[config.mk]
export PLATFORM = sky130hd
export DESIGN_NAME = calc_entry_ctrl
export DESIGN_NICKNAME = d
export VERILOG_FILES = /design/src/rtl/calc_pkg.sv /design/src/rtl/calc_divider.sv /design/src/rtl/calc_entry_ctrl.sv
export SDC_FILE = /design/constraint.sdc
export NUM_CORES = 1
export LEC_CHECK = 0
export ABC_AREA = 0
export CORE_MARGIN = 4
export CORE_UTILIZATION = 35
export CTS_BUF_LIST = sky130_fd_sc_hd__clkbuf_16
export DETAILED_ROUTE_END_ITERATION = 7
export GPL_ROUTABILITY_DRIVEN = 0
export PLACE_DENSITY = 0.6
export SETUP_SLACK_MARGIN = 0.15
export SKIP_CTS_REPAIR_TIMING = 1
export SYNTH_ARGS = -nofsm -noshare
export SYNTH_HDL_FRONTEND = slang
export SYNTH_SLANG_ARGS = --single-unit
[constraint.sdc]
create_clock -name clk -period 10.3 [get_ports clk]
set_clock_uncertainty 0.2 [all_clocks]
set_input_delay 1.545 -clock clk [delete_from_list [all_inputs] [get_ports clk]]
set_output_delay 1.545 -clock clk [all_outputs]
set_load 0.01 [all_outputs]
[src/rtl/calc_pkg.sv]
// Shared types and sizing for the calculator entry controller and its divider.
package calc_pkg;

    localparam int CALC_OPERAND_W = 14;
    localparam int CALC_MAX_VALUE = 9999;

    typedef enum logic [1:0] {
        OP_ADD = 2'd0,
        OP_SUB = 2'd1,
        OP_MUL = 2'd2,
        OP_DIV = 2'd3
    } calc_op_t;

    typedef enum logic [2:0] {
        ENTER_A = 3'd0,
        ENTER_B = 3'd1,
        COMPUTE = 3'd2,
        DIVIDE  = 3'd3,
        RESULT  = 3'd4,
        ERROR   = 3'd5
    } calc_state_t;

endpackage

[src/rtl/calc_divider.sv]
// Restoring unsigned divider, one quotient bit per cycle; done is the last iteration (OPERAND_W cycles after start).
// No backpressure: start is accepted at any time, abort clears it immediately.
module calc_divider
    import calc_pkg::*;
#(
    parameter int OPERAND_W = CALC_OPERAND_W
) (
    input  logic                 clk,
    input  logic                 rst_n,
    input  logic                 start,
    input  logic                 abort,
    input  logic [OPERAND_W-1:0] dividend,
    input  logic [OPERAND_W-1:0] divisor,
    output logic [OPERAND_W-1:0] quotient,
    output logic                 done,
    output logic                 busy
);

    localparam int CW = (OPERAND_W > 1) ? $clog2(OPERAND_W) : 1;
    localparam logic [CW-1:0] LAST = CW'(OPERAND_W - 1);

    logic                 busy_q;
    logic [CW-1:0]        cnt_q;
    logic [OPERAND_W-1:0] rem_q;
    logic [OPERAND_W-1:0] quo_q;
    logic [OPERAND_W-1:0] dvs_q;

    logic [OPERAND_W:0]   rem_sh;
    logic [OPERAND_W-1:0] rem_sub;
    logic                 ge;
    logic [OPERAND_W-1:0] rem_n;
    logic [OPERAND_W-1:0] quo_n;

    // The dividend shifts out of quo_q as quotient bits shift in.
    always_comb begin
        rem_sh  = {rem_q, quo_q[OPERAND_W-1]};
        ge      = (rem_sh >= {1'b0, dvs_q});
        rem_sub = rem_sh[OPERAND_W-1:0] - dvs_q;
        rem_n   = ge ? rem_sub : rem_sh[OPERAND_W-1:0];
        quo_n   = {quo_q[OPERAND_W-2:0], ge};
    end

    // Quotient is presented combinationally so the final bit lands in the done cycle.
    assign done     = busy_q && (cnt_q == LAST);
    assign quotient = quo_n;
    assign busy     = busy_q;

    always_ff @(posedge clk or negedge rst_n) begin
        if (!rst_n) begin
            busy_q <= 1'b0;
            cnt_q  <= '0;
            rem_q  <= '0;
            quo_q  <= '0;
            dvs_q  <= '0;
        end else if (abort) begin
            busy_q <= 1'b0;
            cnt_q  <= '0;
            rem_q  <= '0;
            quo_q  <= '0;
        end else if (start) begin
            busy_q <= 1'b1;
            cnt_q  <= '0;
            rem_q  <= '0;
            quo_q  <= dividend;
            dvs_q  <= divisor;
        end else if (busy_q) begin
            rem_q <= rem_n;
            quo_q <= quo_n;
            cnt_q <= cnt_q + CW'(1);
            if (done) begin
                busy_q <= 1'b0;
            end
        end
    end

endmodule

[src/rtl/calc_entry_ctrl.sv]
// Calculator operand-entry sequencer: add/sub/mul resolve 2 cycles after the ENTER_B edge, div OPERAND_W+2.
// No backpressure: btn_next is ignored while busy, a btn_clear edge aborts from any state.
module calc_entry_ctrl
    import calc_pkg::*;
#(
    parameter int OPERAND_W = CALC_OPERAND_W,
    parameter int MAX_VALUE = CALC_MAX_VALUE
) (
    input  logic                 clk,
    input  logic                 rst_n,
    input  logic                 btn_next,
    input  logic                 btn_clear,
    input  logic [1:0]           op_sel,
    input  logic [OPERAND_W-1:0] number_1,
    input  logic [OPERAND_W-1:0] number_2,
    output logic                 write_number_select,
    output logic                 number_clear,
    output logic                 busy,
    output logic [OPERAND_W-1:0] display_value,
    output logic                 display_negative,
    output logic                 display_error
);

    localparam logic [OPERAND_W-1:0]   MAX_OP   = OPERAND_W'(MAX_VALUE);
    localparam logic [OPERAND_W:0]     MAX_SUM  = (OPERAND_W + 1)'(MAX_VALUE);
    localparam logic [2*OPERAND_W-1:0] MAX_PROD = (2 * OPERAND_W)'(MAX_VALUE);

    calc_state_t          state_q, state_d;
    logic                 btn_next_q, btn_clear_q;
    logic                 next_edge, clear_edge;
    logic [OPERAND_W-1:0] a_q, b_q;
    calc_op_t             op_q;
    logic [OPERAND_W-1:0] result_q, result_d;
    logic                 neg_q, neg_d;
    logic                 clr_d;
    logic                 latch_ops;

    logic [OPERAND_W:0]     sum;
    logic [2*OPERAND_W-1:0] prod;
    logic                   a_ge_b;
    logic                   calc_err;

    logic                 div_start;
    logic [OPERAND_W-1:0] div_quotient;
    logic                 div_done;
    logic                 div_busy;

    assign next_edge  = btn_next & ~btn_next_q;
    assign clear_edge = btn_clear & ~btn_clear_q;

    // Overflow checks run on full-width intermediates before truncation.
    always_comb begin
        sum      = {1'b0, a_q} + {1'b0, b_q};
        prod     = {{OPERAND_W{1'b0}}, a_q} * {{OPERAND_W{1'b0}}, b_q};
        a_ge_b   = (a_q >= b_q);
        calc_err = (a_q > MAX_OP) || (b_q > MAX_OP)
                || ((op_q == OP_DIV) && (b_q == '0))
                || ((op_q == OP_ADD) && (sum > MAX_SUM))
                || ((op_q == OP_MUL) && (prod > MAX_PROD));
    end

    assign div_start = (state_q == COMPUTE) && (op_q == OP_DIV) && !calc_err;

    calc_divider #(
        .OPERAND_W (OPERAND_W)
    ) u_div (
        .clk      (clk),
        .rst_n    (rst_n),
        .start    (div_start),
        .abort    (clear_edge),
        .dividend (a_q),
        .divisor  (b_q),
        .quotient (div_quotient),
        .done     (div_done),
        .busy     (div_busy)
    );

    always_comb begin
        state_d   = state_q;
        result_d  = result_q;
        neg_d     = neg_q;
        clr_d     = 1'b0;
        latch_ops = 1'b0;
        if (clear_edge) begin
            state_d  = ENTER_A;
            clr_d    = 1'b1;
            result_d = '0;
            neg_d    = 1'b0;
        end else begin
            case (state_q)
                ENTER_A: begin
                    if (next_edge) state_d = ENTER_B;
                end
                ENTER_B: begin
                    if (next_edge) begin
                        latch_ops = 1'b1;
                        state_d   = COMPUTE;
                    end
                end
                COMPUTE: begin
                    neg_d = 1'b0;
                    if (calc_err) begin
                        result_d = '0;
                        state_d  = ERROR;
                    end else begin
                        case (op_q)
                            OP_ADD: begin
                                result_d = sum[OPERAND_W-1:0];
                                state_d  = RESULT;
                            end
                            OP_SUB: begin
                                result_d = a_ge_b ? (a_q - b_q) : (b_q - a_q);
                                neg_d    = ~a_ge_b;
                                state_d  = RESULT;
                            end
                            OP_MUL: begin
                                result_d = prod[OPERAND_W-1:0];
                                state_d  = RESULT;
                            end
                            default: state_d = DIVIDE;
                        endcase
                    end
                end
                DIVIDE: begin
                    if (div_done) begin
                        result_d = div_quotient;
                        neg_d    = 1'b0;
                        state_d  = RESULT;
                    end
                end
                RESULT, ERROR: begin
                    if (next_edge) begin
                        state_d = ENTER_A;
                        clr_d   = 1'b1;
                    end
                end
                default: state_d = ENTER_A;
            endcase
        end
    end

    always_ff @(posedge clk or negedge rst_n) begin
        if (!rst_n) begin
            state_q      <= ENTER_A;
            btn_next_q   <= 1'b0;
            btn_clear_q  <= 1'b0;
            a_q          <= '0;
            b_q          <= '0;
            op_q         <= OP_ADD;
            result_q     <= '0;
            neg_q        <= 1'b0;
            number_clear <= 1'b0;
        end else begin
            state_q      <= state_d;
            btn_next_q   <= btn_next;
            btn_clear_q  <= btn_clear;
            result_q     <= result_d;
            neg_q        <= neg_d;
            number_clear <= clr_d;
            if (latch_ops) begin
                a_q  <= number_1;
                b_q  <= number_2;
                op_q <= calc_op_t'(op_sel);
            end
        end
    end

    // Only the live operand views in ENTER_A/ENTER_B reach outputs from inputs.
    always_comb begin
        write_number_select = (state_q == ENTER_B);
        busy                = (state_q == COMPUTE) || div_busy;
        display_negative    = (state_q == RESULT) && neg_q;
        display_error       = (state_q == ERROR);
        case (state_q)
            ENTER_A: display_value = number_1;
            ENTER_B: display_value = number_2;
            RESULT:  display_value = result_q;
            default: display_value = '0;
        endcase
    end

endmodule

==> qor.tcl, run 1 <==
set qor(synthFlopType) {sky130_fd_sc_hd__dfrtp_1}
set qor(clock_latency_ps) 370
set qor(synthesis.nets) 2085
set qor(syn-instance-count) 1752
set qor(worst-r2r-cell-count) 24
set qor(clk_pin_slew_ps) 80
set qor(placed_cells) 2254
set qor(timing.critical_path.required_ps) 10350
set qor(cap_viol_max_count) 0
set qor(deepest_level_of_the_cts_h_tree) 3
set qor(layout.cells.non_filler) 2271
set qor(drt-pass1-iter-count) 5
set qor(detail-route-antenna-nets) 0
set qor(setup.worst_path.start_class) {register}
set qor(nets) 2066
set qor(route.final.wire_length_um) 46280
set qor(worstPathArrival_ps) 9350
set qor(placementRows) 74
set qor(floorplan.die.width_um) 213.4
set qor(tritoncts) {yes}
set qor(avgRoutedWirePerCell_um) 20.38
set qor(grt_pass1_vias) 12840
set qor(fin_util_pct) 38.68
set qor(async_flop_share_pct) 100.0
set qor(count_of_yosys_warnings_during_synthesis) 0
set qor(startpoint_of_the_worst_register_to_register_path) {a_q[7]}
set qor(timing.slew.headroom_pct) 19.42
set qor(initial_core_util_pct) 35.75
set qor(groute.usage.overall_pct) 20.38
set qor(grt_antenna_before_repair) 1
set qor(mappedNetlistArea_sq_mm) 0.01476
set qor(status) {finished, final reports clean}
set qor(critPathCapture) {u_div.dvs_q[0]}
set qor(overflow) 0
set qor(worst_setup_path_startpoint) {a_q[7]}
set qor(report.final.hold_viol_count) 0
set qor(ys_seq_elements) 98
set qor(final_design_area_no_fill_sq_mm) 0.01597
set qor(cts_made_buffers) 9
set qor(worst_setup_path_end_kind) {register}
set qor(place.port_buffers) 52
set qor(drcViolationCount) 0
set qor(place_area_sq_mm) 0.01567
set qor(detailed_place_hpwl_um) 36300
set qor(dr_total_vias) 12930
set qor(cts_max_path_buffers) 2
set qor(layout_worst_path_cycle_share_pct) 90.29
set qor(syn-mean-instance-area_sq_um) 8.426
set qor(setup_violations) 0
set qor(synthToLayoutAreaGrowth_pct) 8.187
set qor(vertical_die_dimension_um) 213.4
set qor(setup.worst_path.class) {reg2reg}
set qor(drt_first_iter_violations) 1333
set qor(reg2reg_slack_ps) 1000
set qor(drive_gt1_share_pct) 4.661
set qor(rr_endpoint) {u_div.dvs_q[0]}
set qor(grt_setup_unrepaired) {false}
set qor(grt_first_pass_wirelength_um) 73130
set qor(hold_path.class) {reg2reg}
set qor(actual_slew_at_the_worst_max_slew_pin_ps) 1204
set qor(boundaryPins) 53
set qor(maxClockFrequency_mhz) 107.5
set qor(via_per_inst) 5.691
set qor(timing.critical_path.fanout_max) 20
set qor(clock_tree.root_cell) {sky130_fd_sc_hd__clkbuf_16}
set qor(timing.final.max_slew_violations) 0
set qor(floorplan.die_area_sq_mm) 0.04553
set qor(grt_start_max_net_pins) 75
set qor(min_period_ps) 9300
set qor(design.core.area_sq_mm) 0.04129
set qor(synth_edf_count) 0
set qor(hold_path.startpoint) {u_div.rem_q[13]}
set qor(clkSinkCount) 98
set qor(totalNegativeSetupSlack_ps) 0
set qor(sequential_area_share_after_synthesis_pct) 16.61
set qor(synth_cell_type_count) 77
[layout by cell type, fill, tap and decap left out, types with 16 or more instances in the layout]
cell and instances:
sky130_fd_sc_hd__a211oi_1 26, sky130_fd_sc_hd__a21o_1 31, sky130_fd_sc_hd__a21oi_1 90, sky130_fd_sc_hd__and3_1 17
sky130_fd_sc_hd__clkdlybuf4s50_1 51, sky130_fd_sc_hd__dfrtp_1 98, sky130_fd_sc_hd__fa_1 145, sky130_fd_sc_hd__ha_1 154
sky130_fd_sc_hd__inv_1 232, sky130_fd_sc_hd__mux2_2 35, sky130_fd_sc_hd__mux2i_1 43, sky130_fd_sc_hd__nand2_1 152
sky130_fd_sc_hd__nand2b_1 32, sky130_fd_sc_hd__nand3_1 25, sky130_fd_sc_hd__nand4_1 16, sky130_fd_sc_hd__nor2_1 198
sky130_fd_sc_hd__nor2b_1 17, sky130_fd_sc_hd__nor3_1 31, sky130_fd_sc_hd__o21ai_0 52, sky130_fd_sc_hd__xnor2_1 23
[layer usage]
| layer | global-route usage [%] | routed length [um] | up-vias |
|---|---|---|---|
| met5 | 0 | 0 | - |
| met4 | 4.701 | 1060 | 0 |
| met3 | 3.862 | 3814 | 53 |
| met2 | 31.72 | 21030 | 565 |
| met1 | 29.60 | 20370 | 6391 |
| li1 | - | - | 5916 |
[stage by stage]
stage | setup WS [ps] | hold slack (ps)
after global routing | 659.7 | 341.8
after global placement | 1120 | 304.6
after floorplan | 2587 | 286.2
after CTS | 1052 | 329.8
after detailed placement | 1082 | 313.5
final | 999.9 | 325.5
[area by class of cell]
class                      instances  area, sq um
tap                              532        665.6
timing repair buffer              65        615.6
inverter                         246        923.4
antenna                            1        2.502
clock buffer                       9        225.2
clock inverter                     7        76.32
multi-input combinational       1313        11010
sequential                        98         2452
fill                            4234        25320
[critical path, cell delays in order (launching register included)]
cell                        delay, ps
sky130_fd_sc_hd__dfrtp_1          770
sky130_fd_sc_hd__clkinv_1         540
sky130_fd_sc_hd__nor2_1           290
sky130_fd_sc_hd__fa_1             410
sky130_fd_sc_hd__inv_1             90
sky130_fd_sc_hd__fa_1             430
sky130_fd_sc_hd__inv_1            100
sky130_fd_sc_hd__fa_1             430
sky130_fd_sc_hd__fa_1             470
sky130_fd_sc_hd__fa_1             540
sky130_fd_sc_hd__inv_1             50
sky130_fd_sc_hd__fa_1             530
sky130_fd_sc_hd__inv_1             40
sky130_fd_sc_hd__ha_1             420
sky130_fd_sc_hd__nand2_1          160
sky130_fd_sc_hd__or3_1            400
sky130_fd_sc_hd__a2111o_1         460
sky130_fd_sc_hd__and3_1           180
sky130_fd_sc_hd__or4_1            420
sky130_fd_sc_hd__a2111oi_2        350
sky130_fd_sc_hd__o2111ai_1        380
sky130_fd_sc_hd__o21ai_1          240
sky130_fd_sc_hd__buf_4            260
sky130_fd_sc_hd__nand2_1          520
sky130_fd_sc_hd__mux2_2           470
[state kept, by name, indices dropped and copies added (netlist names)]
signal	cells
u_div.busy	1
btn_next_q	1
a_q	14
neg_q	1
u_div.rem_q	14
btn_clear_q	1
number_clear	1
b_q	14
u_div.quo_q	14
u_div.dvs_q	14
u_div.cnt_q	4
op_q	2
state_q	3
result_q	14
[cells in the mapped netlist, types with 8 or more instances]
cell type                  count  area, sq um
sky130_fd_sc_hd__mux2_2       35        394.1
sky130_fd_sc_hd__o311ai_0      9        78.83
sky130_fd_sc_hd__inv_1       231        867.1
sky130_fd_sc_hd__o211ai_1     13        97.59
sky130_fd_sc_hd__a21oi_1      90        450.4
sky130_fd_sc_hd__nor3_1       31        155.2
sky130_fd_sc_hd__fa_1        145         2903
sky130_fd_sc_hd__o21ai_0      53        265.3
sky130_fd_sc_hd__a31oi_1      15        93.84
sky130_fd_sc_hd__ha_1        154         1927
sky130_fd_sc_hd__dfrtp_1      98         2452
sky130_fd_sc_hd__nand2b_1     32        200.2
sky130_fd_sc_hd__o311a_1      14        140.1
sky130_fd_sc_hd__o221ai_1      8        70.07
sky130_fd_sc_hd__and2_1       12        75.07
sky130_fd_sc_hd__mux2i_1      43        430.4
sky130_fd_sc_hd__clkinv_1     13        48.80
sky130_fd_sc_hd__nor2_1      198        743.2
sky130_fd_sc_hd__xor2_1       15        131.4
sky130_fd_sc_hd__nor2b_1      18        112.6
sky130_fd_sc_hd__nand4_1      16        100.1
sky130_fd_sc_hd__or3_1         8        50.05
sky130_fd_sc_hd__clkbuf_1     85        319.1
sky130_fd_sc_hd__o22a_1        9        78.83
sky130_fd_sc_hd__nand2_1     153        574.3
sky130_fd_sc_hd__and3_1       17        106.4
sky130_fd_sc_hd__nand3_1      25        125.1
sky130_fd_sc_hd__a211oi_1     26        195.2
sky130_fd_sc_hd__xnor2_1      23        201.4
sky130_fd_sc_hd__a21o_1       31        232.7
sky130_fd_sc_hd__o21a_1       10        75.07
[worst min-delay path by stage]
stage	to	slack [ps]	depth (start not counted)
floorplan	u_div.dvs_q[0]	290	1
global placement	u_div.dvs_q[0]	300	1
detailed placement	u_div.quo_q[1]	310	1
CTS	u_div.rem_q[13]	330	2
global route	u_div.rem_q[13]	340	2
finish	u_div.rem_q[13]	330	2
[cell families (layout without fill, tap and decap cells)]
logic type	after synthesis	after routing	synth area share [%]
simple gates	532	532	16.25
compound gates	366	366	17.69
buf+inv	341	327	8.899
fa+ha+maj	299	299	32.71
flops	98	98	16.61
mux	78	78	5.585
xor+xnor	38	38	2.254
other cells	0	1	0
Power of run 1 is not shown: default switching activity piles up to over one toggle a cycle in this logic, so the estimate is an artifact.
==> inputs of run 2 (changes only) <==
--- a/config.mk
+++ b/config.mk
@@ -10,7 +10,6 @@
 export CORE_UTILIZATION = 35
 export CTS_BUF_LIST = sky130_fd_sc_hd__clkbuf_16
 export DETAILED_ROUTE_END_ITERATION = 7
-export GPL_ROUTABILITY_DRIVEN = 0
 export PLACE_DENSITY = 0.6
 export SETUP_SLACK_MARGIN = 0.15
 export SKIP_CTS_REPAIR_TIMING = 1
==> run 2 against run 1 <==
Net effect: core utilization barely moved; worst hold slack got worse by 7.9 ps; wire length rose by 5.3%; critical path depth did not move; global-route usage rose by 1.2 points; register-to-register slack got worse by 90 ps; sequential share of layout area barely moved; final cell count did not move; cell area fell by 0.11%; non-clock buffer count rose by 1; highest routed layer unchanged.
==> qor.tcl, run 2 (synthesized netlist as in run 1, its figures left out) <==
set qor(initial_core_util_pct) 35.75 ;# unchanged
set qor(setup_violations) 0 ;# unchanged
set qor(grt_pass1_vias) 12950 ;# was 12.84k
set qor(layout.cells.most_common) {sky130_fd_sc_hd__inv_1} ;# unchanged
set qor(worst_setup_path_startpoint) {a_q[7]} ;# unchanged
set qor(timing.critical_path.fanout_max) 20 ;# unchanged
set qor(grtUsageMet3_pct) 5.428 ;# was 3.862%
set qor(cp_top_family) {adder cells} ;# unchanged
set qor(gp_congestion) 0.9434
set qor(worstPathArrival_ps) 9440 ;# was 9350 ps
set qor(grt_start_max_net_pins) 56 ;# was 75
set qor(timing.final.max_slew_violations) 0 ;# unchanged
set qor(crit_cells) 24 ;# unchanged
set qor(grt_use_met1_pct) 29.97 ;# was 29.60%
set qor(post-place-ws_ps) 1066 ;# was 1082 ps
set qor(place.port_buffers) 52 ;# unchanged
set qor(cpMaxStageDelayCell) {sky130_fd_sc_hd__dfrtp_1} ;# unchanged
set qor(nets) 2067 ;# was 2066
set qor(worst_path_largest_cell_delay_ps) 820 ;# was 770 ps
set qor(avgRoutedWirePerCell_um) 21.47 ;# was 20.38 um
set qor(setup.worst_path.class) {reg2reg} ;# unchanged
set qor(timing.critical_path.required_ps) 10360 ;# was 10350 ps
set qor(clock_latency_ps) 380 ;# was 370 ps
set qor(grt-busiest-layer) {met2} ;# unchanged
set qor(reg2reg_slack_ps) 910 ;# was 1000 ps
set qor(drcViolationCount) 0 ;# unchanged
set qor(hold_path.startpoint) {u_div.dvs_q[0]} ;# was u_div.rem_q[13]
set qor(placementRows) 74 ;# unchanged
set qor(setup.worst_path.start_class) {register} ;# unchanged
set qor(drive_gt1_share_pct) 4.715 ;# was 4.661%
set qor(dr_total_vias) 13000 ;# was 12.93k
set qor(maxClockFrequency_mhz) 106.5 ;# was 107.5 MHz
set qor(vertical_die_dimension_um) 213.4 ;# unchanged
set qor(worst_setup_path_end_kind) {register} ;# unchanged
set qor(final_design_area_no_fill_sq_mm) 0.01595 ;# was 0.01597 sq mm
set qor(design.core.area_sq_mm) 0.04129 ;# unchanged
set qor(floorplan.die.width_um) 213.4 ;# unchanged
set qor(totalNegativeSetupSlack_ps) 0 ;# unchanged
set qor(overflow) 0 ;# unchanged
set qor(mostFrequentLayoutCells) {sky130_fd_sc_hd__inv_1 (231), sky130_fd_sc_hd__nor2_1 (198), sky130_fd_sc_hd__ha_1 (154)} ;# was sky130_fd_sc_hd__inv_1 (232), sky130_fd_sc_hd__nor2_1 (198), sky130_fd_sc_hd__ha_1 (154)
set qor(cap_viol_max_count) 0 ;# unchanged
set qor(grt_antenna_before_repair) 0 ;# was 1
set qor(boundaryPins) 53 ;# unchanged
set qor(min_period_ps) 9386 ;# was 9300 ps
set qor(actual_slew_at_the_worst_max_slew_pin_ps) 1190 ;# was 1204 ps
set qor(clkSinkCount) 98 ;# unchanged
set qor(layout_worst_path_cycle_share_pct) 91.13 ;# was 90.29%
set qor(cts_made_buffers) 9 ;# unchanged
set qor(worst-r2r-cell-count) 24 ;# unchanged
set qor(cpMostUsedCell) {sky130_fd_sc_hd__fa_1} ;# unchanged
set qor(synthToLayoutAreaGrowth_pct) 8.069 ;# was 8.187%
set qor(grt_first_pass_wirelength_um) 75600 ;# was 73130 um
set qor(report.final.hold_viol_count) 0 ;# unchanged
set qor(detailed_place_hpwl_um) 38360 ;# was 36300 um
set qor(timing.final.ws_setup_ps) 914.0 ;# was 999.9 ps
set qor(cts_max_path_buffers) 2 ;# unchanged
set qor(timing.slew.headroom_pct) 20.38 ;# was 19.42%
set qor(detail-route-antenna-nets) 0 ;# unchanged
set qor(via_per_inst) 5.724 ;# was 5.691
set qor(startpoint_of_the_worst_register_to_register_path) {a_q[7]} ;# unchanged
set qor(status) {finished, final reports clean} ;# unchanged
set qor(antennaDiodeCount) 0 ;# was 1
set qor(drt_first_iter_violations) 1118 ;# was 1333
set qor(grt_setup_unrepaired) {false} ;# unchanged
set qor(ordered_list_of_cells_on_the_worst_path) {clkinv_1 -> nor2_1 -> fa_1 -> inv_1 -> fa_1 -> inv_1 -> fa_1 -> fa_1 -> fa_1 -> inv_1 -> fa_1 -> inv_1 -> ha_1 -> nand2_1 -> or3_1 -> a2111o_1 -> and3_1 -> or4_1 -> a2111oi_2 -> o2111ai_1 -> o21ai_1 -> buf_4 -> nand2_1 -> mux2_2} ;# unchanged
set qor(rr_endpoint) {u_div.dvs_q[0]} ;# unchanged
set qor(groute.usage.overall_pct) 21.56 ;# was 20.38%
set qor(tritoncts) {yes} ;# unchanged
set qor(critPathCapture) {u_div.dvs_q[0]} ;# unchanged
set qor(drt-pass1-iter-count) 5 ;# unchanged
set qor(globalRouteMet2Util_pct) 32.14 ;# was 31.72%
set qor(deepest_level_of_the_cts_h_tree) 3 ;# unchanged
set qor(nFillCells) 4259 ;# was 4234
set qor(floorplan.die_area_sq_mm) 0.04553 ;# unchanged
set qor(place_area_sq_mm) 0.01568 ;# was 0.01567 sq mm
set qor(hold_path.class) {reg2reg} ;# unchanged
set qor(route.final.wire_length_um) 48750 ;# was 46280 um
set qor(clk_pin_slew_ps) 80 ;# about the same
set qor(clock_tree.root_cell) {sky130_fd_sc_hd__clkbuf_16} ;# unchanged
set qor(worstPathBufferInverterCount) 6 ;# unchanged
==> run 2: cell type report <==
cell class,count,area [sq um],area share (%)
inverter,246,923.4,5.788
clock inverter,7,53.80,0.3372
timing repair buffer,66,623.1,3.906
clock buffer,9,225.2,1.412
tap,532,665.6,4.172
sequential,98,2452,15.37
multi-input combinational,1313,11010,69.01
==> run 2: per-stage QoR <==
stage | hold WS, ps | instances | utilization, %
after floorplan | 286.2 | 1752 | -
after global placement | 304.9 | 2255 | 37.96
after detailed placement | 305.8 | 2255 | 37.96
after CTS | 321.1 | 2271 | 38.63
after global routing | 357.5 | 2271 | 38.63
final | 317.6 | 2271 | 38.63
==> run 2: layer usage <==
metal,wire (um),vias to the layer above,share of wire (%)
met1,21160,6473,43
met2,21370,535,44
met3,4109,84,8.4
met4,2107,0,4.3
met5,0,-,0
li1,-,5907,-
==> run 2: worst min path at each step <==
| stage | end | slack (ps) | cells past startpoint |
|---|---|---|---|
| 6_report | u_div.dvs_q[0] | 320 | 1 |
| 5_1_grt | u_div.quo_q[5] | 360 | 1 |
| 4_1_cts | u_div.dvs_q[0] | 320 | 1 |
| 3_5_place_dp | u_div.dvs_q[0] | 310 | 1 |
| 3_3_place_gp | u_div.dvs_q[0] | 300 | 1 |
| 2_1_floorplan | u_div.dvs_q[0] | 290 | 1 |
Power of run 2 is left out for the same reason.
